<file path="config.mk">
export PLATFORM = sky130hd
export DESIGN_NAME = tinyalu_arbiter_flat
export DESIGN_NICKNAME = d
export VERILOG_FILES = /design/src/rtl/tinyalu_arbiter_if.sv /design/src/rtl/tinyalu_arbiter.sv /design/src/flat_wrapper.sv
export SDC_FILE = /design/constraint.sdc
export NUM_CORES = 1
export LEC_CHECK = 0
export ABC_AREA = 1
export CORE_UTILIZATION = 45
export CTS_CLUSTER_DIAMETER = 40
export DETAILED_ROUTE_END_ITERATION = 8
export HOLD_SLACK_MARGIN = 0.02
export PLACE_DENSITY = 0.94
export SLEW_MARGIN = 20
export SYNTH_ARGS = -nofsm -noshare
export SYNTH_HDL_FRONTEND = slang
export SYNTH_SLANG_ARGS = --single-unit
</file>
<file path="constraint.sdc">
create_clock -name clk -period 4.7 [get_ports clk]
set_clock_uncertainty 0.05 [all_clocks]
set_input_delay 0.94 -clock clk [delete_from_list [all_inputs] [get_ports clk]]
set_output_delay 0.94 -clock clk [all_outputs]
set_load 0.005 [all_outputs]
</file>
<file path="src/rtl/tinyalu_arbiter_if.sv">
// tinyalu_arbiter_if: requester command/response bus plus TinyALU pin bundle.
// Latency: none; this is wiring only.
// Backpressure: req_ready gates commands; responses and ALU pins carry none.
//
// Signals:
//   req_valid/req_ready  per-requester command handshake (ready is one-hot)
//   req_a/req_b/req_op   packed operands (8 bits each) and opcodes (3 bits each)
//   rsp_valid            one-hot, one-cycle response strobe
//   rsp_result/rsp_error result and error flag for the strobed requester
//   alu_*                TinyALU pins: a, b, op, start out; done, result in
// Modports: slave = arbiter side, master = requesters + ALU side.
interface tinyalu_arbiter_if #(
   parameter int NUM_REQ = 4
);
   logic [NUM_REQ-1:0]   req_valid;
   logic [NUM_REQ-1:0]   req_ready;
   logic [8*NUM_REQ-1:0] req_a;
   logic [8*NUM_REQ-1:0] req_b;
   logic [3*NUM_REQ-1:0] req_op;
   logic [NUM_REQ-1:0]   rsp_valid;
   logic [15:0]          rsp_result;
   logic                 rsp_error;
   logic [7:0]           alu_a;
   logic [7:0]           alu_b;
   logic [2:0]           alu_op;
   logic                 alu_start;
   logic                 alu_done;
   logic [15:0]          alu_result;

   modport slave (
      input  req_valid, req_a, req_b, req_op, alu_done, alu_result,
      output req_ready, rsp_valid, rsp_result, rsp_error,
             alu_a, alu_b, alu_op, alu_start
   );

   modport master (
      output req_valid, req_a, req_b, req_op, alu_done, alu_result,
      input  req_ready, rsp_valid, rsp_result, rsp_error,
             alu_a, alu_b, alu_op, alu_start
   );
endinterface

</file>
<file path="src/rtl/tinyalu_arbiter.sv">
// tinyalu_arbiter: round-robin sharing of one TinyALU among NUM_REQ requesters.
// Latency: ALU ops respond on the edge alu_done is sampled; no_op/illegal respond one cycle after accept.
// Backpressure: req_ready only in IDLE; responses are never stalled.
//
// Ports:
//   clk      core clock, all logic on posedge
//   reset_n  asynchronous active-low reset; drops every output to 0 at once
//   bus      tinyalu_arbiter_if.slave (requester handshake, responses, ALU pins)
//   busy     high whenever the FSM is not in IDLE
module tinyalu_arbiter #(
   parameter int NUM_REQ = 4,
   parameter int TIMEOUT = 16
) (
   input  logic             clk,
   input  logic             reset_n,
   tinyalu_arbiter_if.slave bus,
   output logic             busy
);
   localparam int PW = $clog2(NUM_REQ);
   localparam int CW = $clog2(TIMEOUT + 1);

   typedef enum logic [1:0] {
      IDLE  = 2'd0,
      ISSUE = 2'd1,
      RESP  = 2'd2
   } state_t;

   state_t               state_q, state_d;
   logic [PW-1:0]        ptr_q, ptr_d;
   logic [PW-1:0]        owner_q, owner_d;
   logic [CW-1:0]        cnt_q, cnt_d;
   logic [7:0]           alu_a_q, alu_a_d;
   logic [7:0]           alu_b_q, alu_b_d;
   logic [2:0]           alu_op_q, alu_op_d;
   logic                 alu_start_q, alu_start_d;
   logic [NUM_REQ-1:0]   rsp_valid_q, rsp_valid_d;
   logic [15:0]          rsp_result_q, rsp_result_d;
   logic                 rsp_error_q, rsp_error_d;

   logic                 win_found;
   logic [PW-1:0]        win_idx;
   logic [7:0]           win_a;
   logic [7:0]           win_b;
   logic [2:0]           win_op;
   logic [NUM_REQ-1:0]   grant;

   // Round-robin search starting at the pointer, wrapping modulo NUM_REQ
   // (NUM_REQ need not be a power of two, hence the explicit modulo).
   always_comb begin
      int idx;
      idx       = 0;
      win_found = 1'b0;
      win_idx   = '0;
      for (int i = 0; i < NUM_REQ; i++) begin
         idx = (int'(ptr_q) + i) % NUM_REQ;
         if (!win_found && bus.req_valid[PW'(idx)]) begin
            win_found = 1'b1;
            win_idx   = PW'(idx);
         end
      end
   end

   // Operand mux for the winner.
   always_comb begin
      win_a = '0;
      win_b = '0;
      win_op = '0;
      for (int i = 0; i < NUM_REQ; i++) begin
         if (PW'(i) == win_idx) begin
            win_a  = bus.req_a[8*i +: 8];
            win_b  = bus.req_b[8*i +: 8];
            win_op = bus.req_op[3*i +: 3];
         end
      end
   end

   // Ready is gated by reset_n so it reads 0 while reset is held even
   // though the FSM already sits in IDLE.
   always_comb begin
      grant = '0;
      if (reset_n && state_q == IDLE && win_found) begin
         grant[win_idx] = 1'b1;
      end
   end

   always_comb begin
      state_d      = state_q;
      ptr_d        = ptr_q;
      owner_d      = owner_q;
      cnt_d        = cnt_q;
      alu_a_d      = alu_a_q;
      alu_b_d      = alu_b_q;
      alu_op_d     = alu_op_q;
      alu_start_d  = alu_start_q;
      rsp_valid_d  = '0;
      rsp_result_d = '0;
      rsp_error_d  = 1'b0;

      case (state_q)
         IDLE: begin
            if (win_found) begin
               owner_d = win_idx;
               cnt_d   = '0;
               case (win_op)
                  3'b001, 3'b010, 3'b011, 3'b100: begin
                     state_d     = ISSUE;
                     alu_start_d = 1'b1;
                     alu_a_d     = win_a;
                     alu_b_d     = win_b;
                     alu_op_d    = win_op;
                  end
                  default: begin
                     // no_op answers cleanly; 101..111 answer with error.
                     state_d              = RESP;
                     rsp_valid_d[win_idx] = 1'b1;
                     rsp_error_d          = (win_op != 3'b000);
                  end
               endcase
            end
         end

         ISSUE: begin
            // done is checked first so a done on the last watchdog cycle wins.
            if (bus.alu_done) begin
               state_d              = RESP;
               rsp_valid_d[owner_q] = 1'b1;
               rsp_result_d         = bus.alu_result;
            end else if (cnt_q == CW'(TIMEOUT - 1)) begin
               state_d              = RESP;
               rsp_valid_d[owner_q] = 1'b1;
               rsp_error_d          = 1'b1;
            end else begin
               cnt_d = cnt_q + CW'(1);
            end
            if (state_d == RESP) begin
               alu_start_d = 1'b0;
               alu_a_d     = '0;
               alu_b_d     = '0;
               alu_op_d    = '0;
            end
         end

         RESP: begin
            state_d = IDLE;
            ptr_d   = (owner_q == PW'(NUM_REQ - 1)) ? '0 : owner_q + PW'(1);
         end

         default: state_d = IDLE;
      endcase
   end

   always_ff @(posedge clk or negedge reset_n) begin
      if (!reset_n) begin
         state_q      <= IDLE;
         ptr_q        <= '0;
         owner_q      <= '0;
         cnt_q        <= '0;
         alu_a_q      <= '0;
         alu_b_q      <= '0;
         alu_op_q     <= '0;
         alu_start_q  <= 1'b0;
         rsp_valid_q  <= '0;
         rsp_result_q <= '0;
         rsp_error_q  <= 1'b0;
      end else begin
         state_q      <= state_d;
         ptr_q        <= ptr_d;
         owner_q      <= owner_d;
         cnt_q        <= cnt_d;
         alu_a_q      <= alu_a_d;
         alu_b_q      <= alu_b_d;
         alu_op_q     <= alu_op_d;
         alu_start_q  <= alu_start_d;
         rsp_valid_q  <= rsp_valid_d;
         rsp_result_q <= rsp_result_d;
         rsp_error_q  <= rsp_error_d;
      end
   end

   assign bus.req_ready  = grant;
   assign bus.rsp_valid  = rsp_valid_q;
   assign bus.rsp_result = rsp_result_q;
   assign bus.rsp_error  = rsp_error_q;
   assign bus.alu_a      = alu_a_q;
   assign bus.alu_b      = alu_b_q;
   assign bus.alu_op     = alu_op_q;
   assign bus.alu_start  = alu_start_q;
   assign busy           = (state_q != IDLE);

endmodule

</file>
<file path="src/flat_wrapper.sv">
// flat-port wrapper written by rule: the top's interface ports become plain ports
module tinyalu_arbiter_flat 
#(
   parameter int NUM_REQ = 4,
   parameter int TIMEOUT = 16
)
  (clk, reset_n, busy, bus_req_valid, bus_req_a, bus_req_b, bus_req_op, bus_alu_done, bus_alu_result, bus_req_ready, bus_rsp_valid, bus_rsp_result, bus_rsp_error, bus_alu_a, bus_alu_b, bus_alu_op, bus_alu_start);
  tinyalu_arbiter_if #(.NUM_REQ(NUM_REQ)) bus_i ();
  input  logic clk;
  input  logic reset_n;
  output logic busy;
  input wire logic [$bits(bus_i.req_valid)-1:0] bus_req_valid;
  input wire logic [$bits(bus_i.req_a)-1:0] bus_req_a;
  input wire logic [$bits(bus_i.req_b)-1:0] bus_req_b;
  input wire logic [$bits(bus_i.req_op)-1:0] bus_req_op;
  input wire logic [$bits(bus_i.alu_done)-1:0] bus_alu_done;
  input wire logic [$bits(bus_i.alu_result)-1:0] bus_alu_result;
  output wire logic [$bits(bus_i.req_ready)-1:0] bus_req_ready;
  output wire logic [$bits(bus_i.rsp_valid)-1:0] bus_rsp_valid;
  output wire logic [$bits(bus_i.rsp_result)-1:0] bus_rsp_result;
  output wire logic [$bits(bus_i.rsp_error)-1:0] bus_rsp_error;
  output wire logic [$bits(bus_i.alu_a)-1:0] bus_alu_a;
  output wire logic [$bits(bus_i.alu_b)-1:0] bus_alu_b;
  output wire logic [$bits(bus_i.alu_op)-1:0] bus_alu_op;
  output wire logic [$bits(bus_i.alu_start)-1:0] bus_alu_start;
  assign bus_i.req_valid = bus_req_valid;
  assign bus_i.req_a = bus_req_a;
  assign bus_i.req_b = bus_req_b;
  assign bus_i.req_op = bus_req_op;
  assign bus_i.alu_done = bus_alu_done;
  assign bus_i.alu_result = bus_alu_result;
  assign bus_req_ready = bus_i.req_ready;
  assign bus_rsp_valid = bus_i.rsp_valid;
  assign bus_rsp_result = bus_i.rsp_result;
  assign bus_rsp_error = bus_i.rsp_error;
  assign bus_alu_a = bus_i.alu_a;
  assign bus_alu_b = bus_i.alu_b;
  assign bus_alu_op = bus_i.alu_op;
  assign bus_alu_start = bus_i.alu_start;
  tinyalu_arbiter #(.NUM_REQ(NUM_REQ), .TIMEOUT(TIMEOUT)) u_core (.clk(clk), .reset_n(reset_n), .bus(bus_i), .busy(busy));
endmodule
</file>
==> run summary, run 1 <==
Most frequent cells in the layout: 144 x nand2_1, 143 x clkdlybuf4s50_1, 52 x dfrtp_1
Crit end category: output port
Initial Utilization: 0.467
Die area: 7430 µm²
Yosys cell types: 32
Yosys top cell by area: dfrtp_1
Seq cells post-synth: 52
Final Setup Violations: 0
Fin crit period: 4.20 ns
Setup TNS: 0 ns
Antenna violations before repair: 0
Critical Path RT: 3.71 ns
Relative slew slack: 0.486
DP Worst Slack: 0.501 ns
Pin count of the biggest net entering global routing: 53
Die W: 86.2 µm
First-pass iteration count of the detailed router: 5
H-tree depth: 2
Post-CTS sizing: 0
Vias per cell: 5.09
Sink Count: 52
Most common cell after layout, fill and taps aside: nand2_1
Crit path kind: in2out
CTS buffer count: 5
CORE AREA: 6830 µm²
GRT Residual Overflow: 0
DRC Markers: 0
Fmax: 238 MHz
First-pass GRT wire length: 15500 µm
RSZ-0062 raised after global routing: no
Smallest hold slack: 0.438 ns
Worst-path fanout max: 16
Peak VDD IR: 0.427 mV
Fillers: 578
Slew Viols, Final: 0
Outcome: finished clean
Min-delay worst type: reg2reg
Worst EP arrival: 3.21 ns
Cell Pwr Density: 690 nW/µm²
DRT Wirelength: 9760 µm
Static Leakage: 2.27 nW
Synth Cell Area: 3190 µm²
Initial drt markers: 270
Largest stage delay, worst path: 0.50 ns
Crit-path cells: clkdlybuf4s50_1 -> inv_1 -> nand2_1 -> nand3_1 -> nand2_2 -> inv_1 -> nand3_1 -> nor2_2 -> nor2_4 -> nor2_8 -> inv_4 -> nor2_1 -> clkdlybuf4s50_1
Buf/Inv on CP: 5
RD Place Congestion: 0.860
Post-cts hold buffer count: 0
Via count: 3436
Final period utilization: 0.893
Post-Syn Nets: 544
Sequential element share of the synthesized area: 0.408
CP Launch Type: primary input
Layout area overhead: 50.0%
CTS tree: done
Slew @ Worst Pin: 0.770 ns
Synth top area cells: dfrtp_1 41%, nand2_1 17%, nand3_1 6.4%, nand2_2 5.1%, o21ai_0 4.6%
Root Buffer: clkbuf_8
Top-area cell type share of the netlist area: 0.408
Vias in the first global route: 3412
Dpl hpwl: 7410 µm
Total of max-cap violations: 0
N_diodes: 0
Setup bufs post-CTS: 0
Share of layout cells above drive strength 1: 0.107
Nets: 683
Synth Instances: 439
Final Hold Viols: 0
Yosys Warn Count: 0
Delay-heaviest family, CP: buffers and inverters
Clk_lat worst skew: 0.31 ns
FP Rows: 30
Routed length per instance: 14.5 µm
Mapped Avg Cell Area: 7.26 µm²
Chip height: 86.2 µm
GRT Overall Usage: 0.269
Clk pin slew, worst setup/hold paths: 0.09 ns
DRT antenna net count: 0
IO Port Bufs: 144
Clk buf depth: 2
Worst path slowest cell: clkdlybuf4s50_1
Setup ws final: 0.501 ns
IO Count: 145
[area by class of cell]
type	count	area (µm²)	share of cell area
Sequential cell	52	1300	0.272
Tap cell	96	120	0.0251
Multi-Input combinational cell	333	1620	0.339
Inverter	34	130	0.0272
Clock buffer	5	68.8	0.0144
Timing Repair Buffer	152	1500	0.313
Clock inverter	3	42.5	0.00890
[stage by stage]
step                total power [W]  utilization  instances  area, µm²
floorplan                   0.00235            -        439       3190
global placement            0.00292        0.684        667       4670
detailed placement          0.00300        0.684        667       4670
CTS                         0.00331        0.700        675       4780
global route                0.00360        0.700        675       4780
finish                      0.00330        0.700        675       4780
[cell families (layout without fill, tap and decap cells)]
| family | count (synthesis) | in the layout | synth area share |
|---|---|---|---|
| compound gates | 58 | 58 | 0.102 |
| xor+xnor | 2 | 2 | 0.00550 |
| fa+ha+maj | 6 | 6 | 0.0235 |
| buf+inv | 54 | 194 | 0.0836 |
| flops | 52 | 52 | 0.408 |
| simple gates | 267 | 267 | 0.377 |
[synth_stat cells]
| cell type | number |
|---|---|
| a31oi_1 | 1 |
| a21oi_1 | 14 |
| buf_2 | 2 |
| nand2_2 | 26 |
| buf_12 | 2 |
| nand4_1 | 2 |
| and3_1 | 1 |
| o211ai_1 | 6 |
| xor2_1 | 2 |
| o31ai_1 | 1 |
| buf_4 | 3 |
| nand2_1 | 144 |
| o22ai_1 | 2 |
| nand2_4 | 3 |
| ha_1 | 6 |
| a41oi_1 | 3 |
| inv_2 | 2 |
| clkbuf_1 | 9 |
| o221ai_1 | 1 |
| buf_1 | 2 |
| o21ai_0 | 29 |
| nor2_1 | 38 |
| nor2_2 | 9 |
| nand3_2 | 1 |
| inv_1 | 31 |
| nand3_1 | 41 |
| inv_4 | 1 |
| buf_6 | 2 |
| nor2_4 | 1 |
| dfrtp_1 | 52 |
| nor2_8 | 1 |
| o21ai_1 | 1 |
[path summary, 6_finish.rpt]
| kind | startpoint | to | slack [ns] | depth (start not counted) |
|---|---|---|---|---|
| max in group asynchronous | reset_n | u_core.bus.rsp_result[6]$_DFF_PN0_ | 3.47 | 2 |
| setup reg to reg | u_core.ptr_q[0]$_DFFE_PN0N_ | u_core.bus.alu_b[0]$_DFFE_PN0P_ | 1.40 | 20 |
| hold reg to reg | u_core.bus.alu_op[2]$_DFFE_PN0P_ | u_core.bus.alu_op[2]$_DFFE_PN0P_ | 0.44 | 2 |
| min in group asynchronous | reset_n | u_core.cnt_q[4]$_DFFE_PN0P_ | 0.72 | 2 |
| hold / removal | u_core.bus.alu_op[2]$_DFFE_PN0P_ | u_core.bus.alu_op[2]$_DFFE_PN0P_ | 0.44 | 2 |
| setup / recovery | bus_req_valid[3] | bus_req_ready[3] | 0.50 | 13 |
[registers in the layout (all words and copies together), names as in the netlist]
name	cells
u_core.bus.alu_a	8
u_core.bus.alu_b	8
u_core.bus.alu_op	3
u_core.bus.alu_start	1
u_core.bus.rsp_error	1
u_core.bus.rsp_result	16
u_core.bus.rsp_valid	4
u_core.cnt_q	5
u_core.owner_q	2
u_core.ptr_q	2
u_core.state_q	2
[power breakdown]
group          switching [W]  internal, W
Sequential          0.000105     0.000603
Combinational        0.00141     0.000877
Clock               0.000148     0.000158
Total                0.00166      0.00164
[metal layers]
layer,part of all wire,GRT usage
met4,0.022,0.100
met5,0,0
met1,0.39,0.313
met2,0.51,0.488
met3,0.084,0.0543
[worst min-delay path: cells and delay by family (launching register included)]
| kind | cells | cell delay (ns) |
|---|---|---|
| DFF | 1 | 0.37 |
| and+or+nand+nor | 2 | 0.09 |
Note: power is estimated with default switching activity, not from simulation.
==> run 2, diff against run 1 <==
Settings changed: CORE_MARGIN set to 2.
==> run 2 against run 1 <==
Net effect:
- clock-buffer cell count increased by 2
- critical path depth rose by 1
- sequential cell count is the same
- setup slack lost 0.028 ns
- register-to-register slack worse by 0.02 ns
- global-route usage fell by 1.9 points
- largest power group unchanged
- highest routed layer unchanged
==> run summary, run 2 (synthesis results as in run 1) <==
CTS buffer count: 5 (unchanged)
First-pass iteration count of the detailed router: 4 (was 5)
Layout area overhead: 49.5% (was 50.0%)
Slew Viols, Final: 0 (unchanged)
Clk_lat worst skew: 0.31 ns (about the same)
Fmax: 237 MHz (was 238 MHz)
Routed length per instance: 14.7 µm (was 14.5 µm)
CP Launch Type: primary input (unchanged)
Static Leakage: 2.26 nW (was 2.27 nW)
Cell Count, Final, Fillers Out: 675 (unchanged)
Setup TNS: 0 ns (unchanged)
Worst EP arrival: 3.24 ns (was 3.21 ns)
FF+latch area: 1300 µm² (unchanged)
Largest stage delay, worst path: 0.51 ns (was 0.50 ns)
N_diodes: 0 (unchanged)
Most used cell, CP: inv_1
Final Hold Viols: 0 (unchanged)
Delay-heaviest family, CP: buffers and inverters (unchanged)
DRC Markers: 0 (unchanged)
Cell area after layout: 4760 µm² (was 4780 µm²)
Multi-input gate area: 1620 µm² (unchanged)
Most frequent cells in the layout: 144 x nand2_1, 143 x clkdlybuf4s50_1, 52 x dfrtp_1 (unchanged)
First-pass GRT wire length: 15100 µm (was 15500 µm)
Buf/Inv on CP: 6 (was 5)
Number of instances in the placed design: 667 (unchanged)
Final Setup Violations: 0 (unchanged)
Vias in the first global route: 3446 (was 3412)
Post-CTS sizing: 0 (unchanged)
Final period utilization: 0.899 (was 0.893)
Die W: 88.2 µm (was 86.2 µm)
DRT antenna net count: 0 (unchanged)
Finished Core Util: 0.697 (was 0.700)
Placed instance area: 4670 µm² (unchanged)
Initial Utilization: 0.467 (unchanged)
RD Place Congestion: 0.836 (was 0.860)
Clk pin slew, worst setup/hold paths: 0.10 ns (was 0.09 ns)
RSZ-0062 raised after global routing: no (unchanged)
Sink Count: 52 (unchanged)
Fin crit period: 4.23 ns (was 4.20 ns)
FP Rows: 30 (unchanged)
Nets: 683 (unchanged)
Via count: 3468 (was 3436)
Root Buffer: clkbuf_8 (unchanged)
Initial drt markers: 157 (was 270)
Total of max-cap violations: 0 (unchanged)
Clk buf depth: 2 (unchanged)
Dpl hpwl: 7590 µm (was 7410 µm)
CORE AREA: 6830 µm² (unchanged)
Min-delay worst type: reg2reg (unchanged)
Worst-path fanout max: 7 (was 16)
GRT Residual Overflow: 0 (unchanged)
Die area: 7770 µm² (was 7430 µm²)
H-tree depth: 2 (unchanged)
Chip height: 88.2 µm (was 86.2 µm)
Outcome: finished clean (unchanged)
Post-cts hold buffer count: 0 (unchanged)
IO Count: 145 (unchanged)
DRT Wirelength: 9920 µm (was 9760 µm)
CTS tree: done (unchanged)
IO Port Bufs: 144 (unchanged)
Smallest hold slack: 0.441 ns (was 0.438 ns)
Critical Path RT: 3.71 ns (about the same)
Most common cell after layout, fill and taps aside: nand2_1 (unchanged)
Peak VDD IR: 0.364 mV (was 0.427 mV)
GRT Overall Usage: 0.250 (was 0.269)
Max reg flops: 16 (unchanged)
Share of layout cells above drive strength 1: 0.105 (was 0.107)
Crit end category: output port (unchanged)
Fillers: 572 (was 578)
Crit path kind: in2out (unchanged)
Antenna violations before repair: 0 (unchanged)
Slew @ Worst Pin: 0.778 ns (was 0.770 ns)
Vias per cell: 5.14 (was 5.09)
Setup bufs post-CTS: 0 (unchanged)
Crit-path cells: clkdlybuf4s50_1 -> inv_1 -> nand2_1 -> nand3_1 -> nand2_2 -> inv_1 -> nand3_1 -> nor2_1 -> inv_1 -> nand2_1 -> inv_1 -> nand2_1 -> nor2_1 -> clkdlybuf4s50_1 (was clkdlybuf4s50_1 -> inv_1 -> nand2_1 -> nand3_1 -> nand2_2 -> inv_1 -> nand3_1 -> nor2_2 -> nor2_4 -> nor2_8 -> inv_4 -> nor2_1 -> clkdlybuf4s50_1)
Pin count of the biggest net entering global routing: 53 (unchanged)
Relative slew slack: 0.481 (was 0.486)
Worst path slowest cell: clkdlybuf4s50_1 (unchanged)
Cell Pwr Density: 688 nW/µm² (was 690 nW/µm²)
==> run 2: cell types whose count changed in the layout (fill, tap and decap cells not counted) <==
| cell | change |
|---|---|
| clkbuf_1 | +1 |
| bufinv_16 | -1 |
| clkbuf_8 | +1 |
| clkinv_2 | -1 |
==> run 2: tightest hold or removal path: stages, from the launching register on <==
cell and delay, ns:
dfrtp_1 0.37, nand2_2 0.05, nand2_1 0.04
==> run 2: area by class of cell <==
cell class                 count  share of cell area
multi-input combinational    333               0.341
clock buffer                   7              0.0181
inverter                      34              0.0273
clock inverter                 1             0.00158
sequential                    52               0.273
tap                           96              0.0252
timing repair buffer         152               0.314
==> run 2: per-stage QoR <==
stage	worst slack, ns	power (W)
detailed placement	0.473	0.00301
CTS	0.474	0.00328
floorplan	1.61	0.00235
global placement	0.606	0.00292
finish	0.473	0.00328
global route	0.265	0.00357
==> run 2: path summary, 6_finish.rpt <==
path	from	to	slack (ns)	cells after the start
max	bus_req_valid[3]	bus_req_ready[3]	0.47	14
min reg2reg	u_core.bus.alu_b[2]$_DFFE_PN0P_	u_core.bus.alu_b[2]$_DFFE_PN0P_	0.44	2
min in group asynchronous	reset_n	u_core.cnt_q[3]$_DFFE_PN0P_	0.74	2
max in group asynchronous	reset_n	u_core.bus.rsp_result[6]$_DFF_PN0_	3.43	2
min	u_core.bus.alu_b[2]$_DFFE_PN0P_	u_core.bus.alu_b[2]$_DFFE_PN0P_	0.44	2
max reg2reg	u_core.ptr_q[0]$_DFFE_PN0N_	u_core.bus.alu_a[2]$_DFFE_PN0P_	1.38	20
==> run 2: layer usage <==
metal | vias to the layer above | GRT usage | wire (µm)
met4 | 0 | 0.0840 | 230
met5 | - | 0 | 0
met1 | 1579 | 0.286 | 3860
li1 | 1678 | - | -
met2 | 190 | 0.463 | 4880
met3 | 21 | 0.0490 | 952
==> run 2: power breakdown <==
group          internal, W  switching (W)
Sequential        0.000603       0.000108
Clock             0.000120       0.000144
Combinational     0.000877        0.00143
Total              0.00160        0.00168
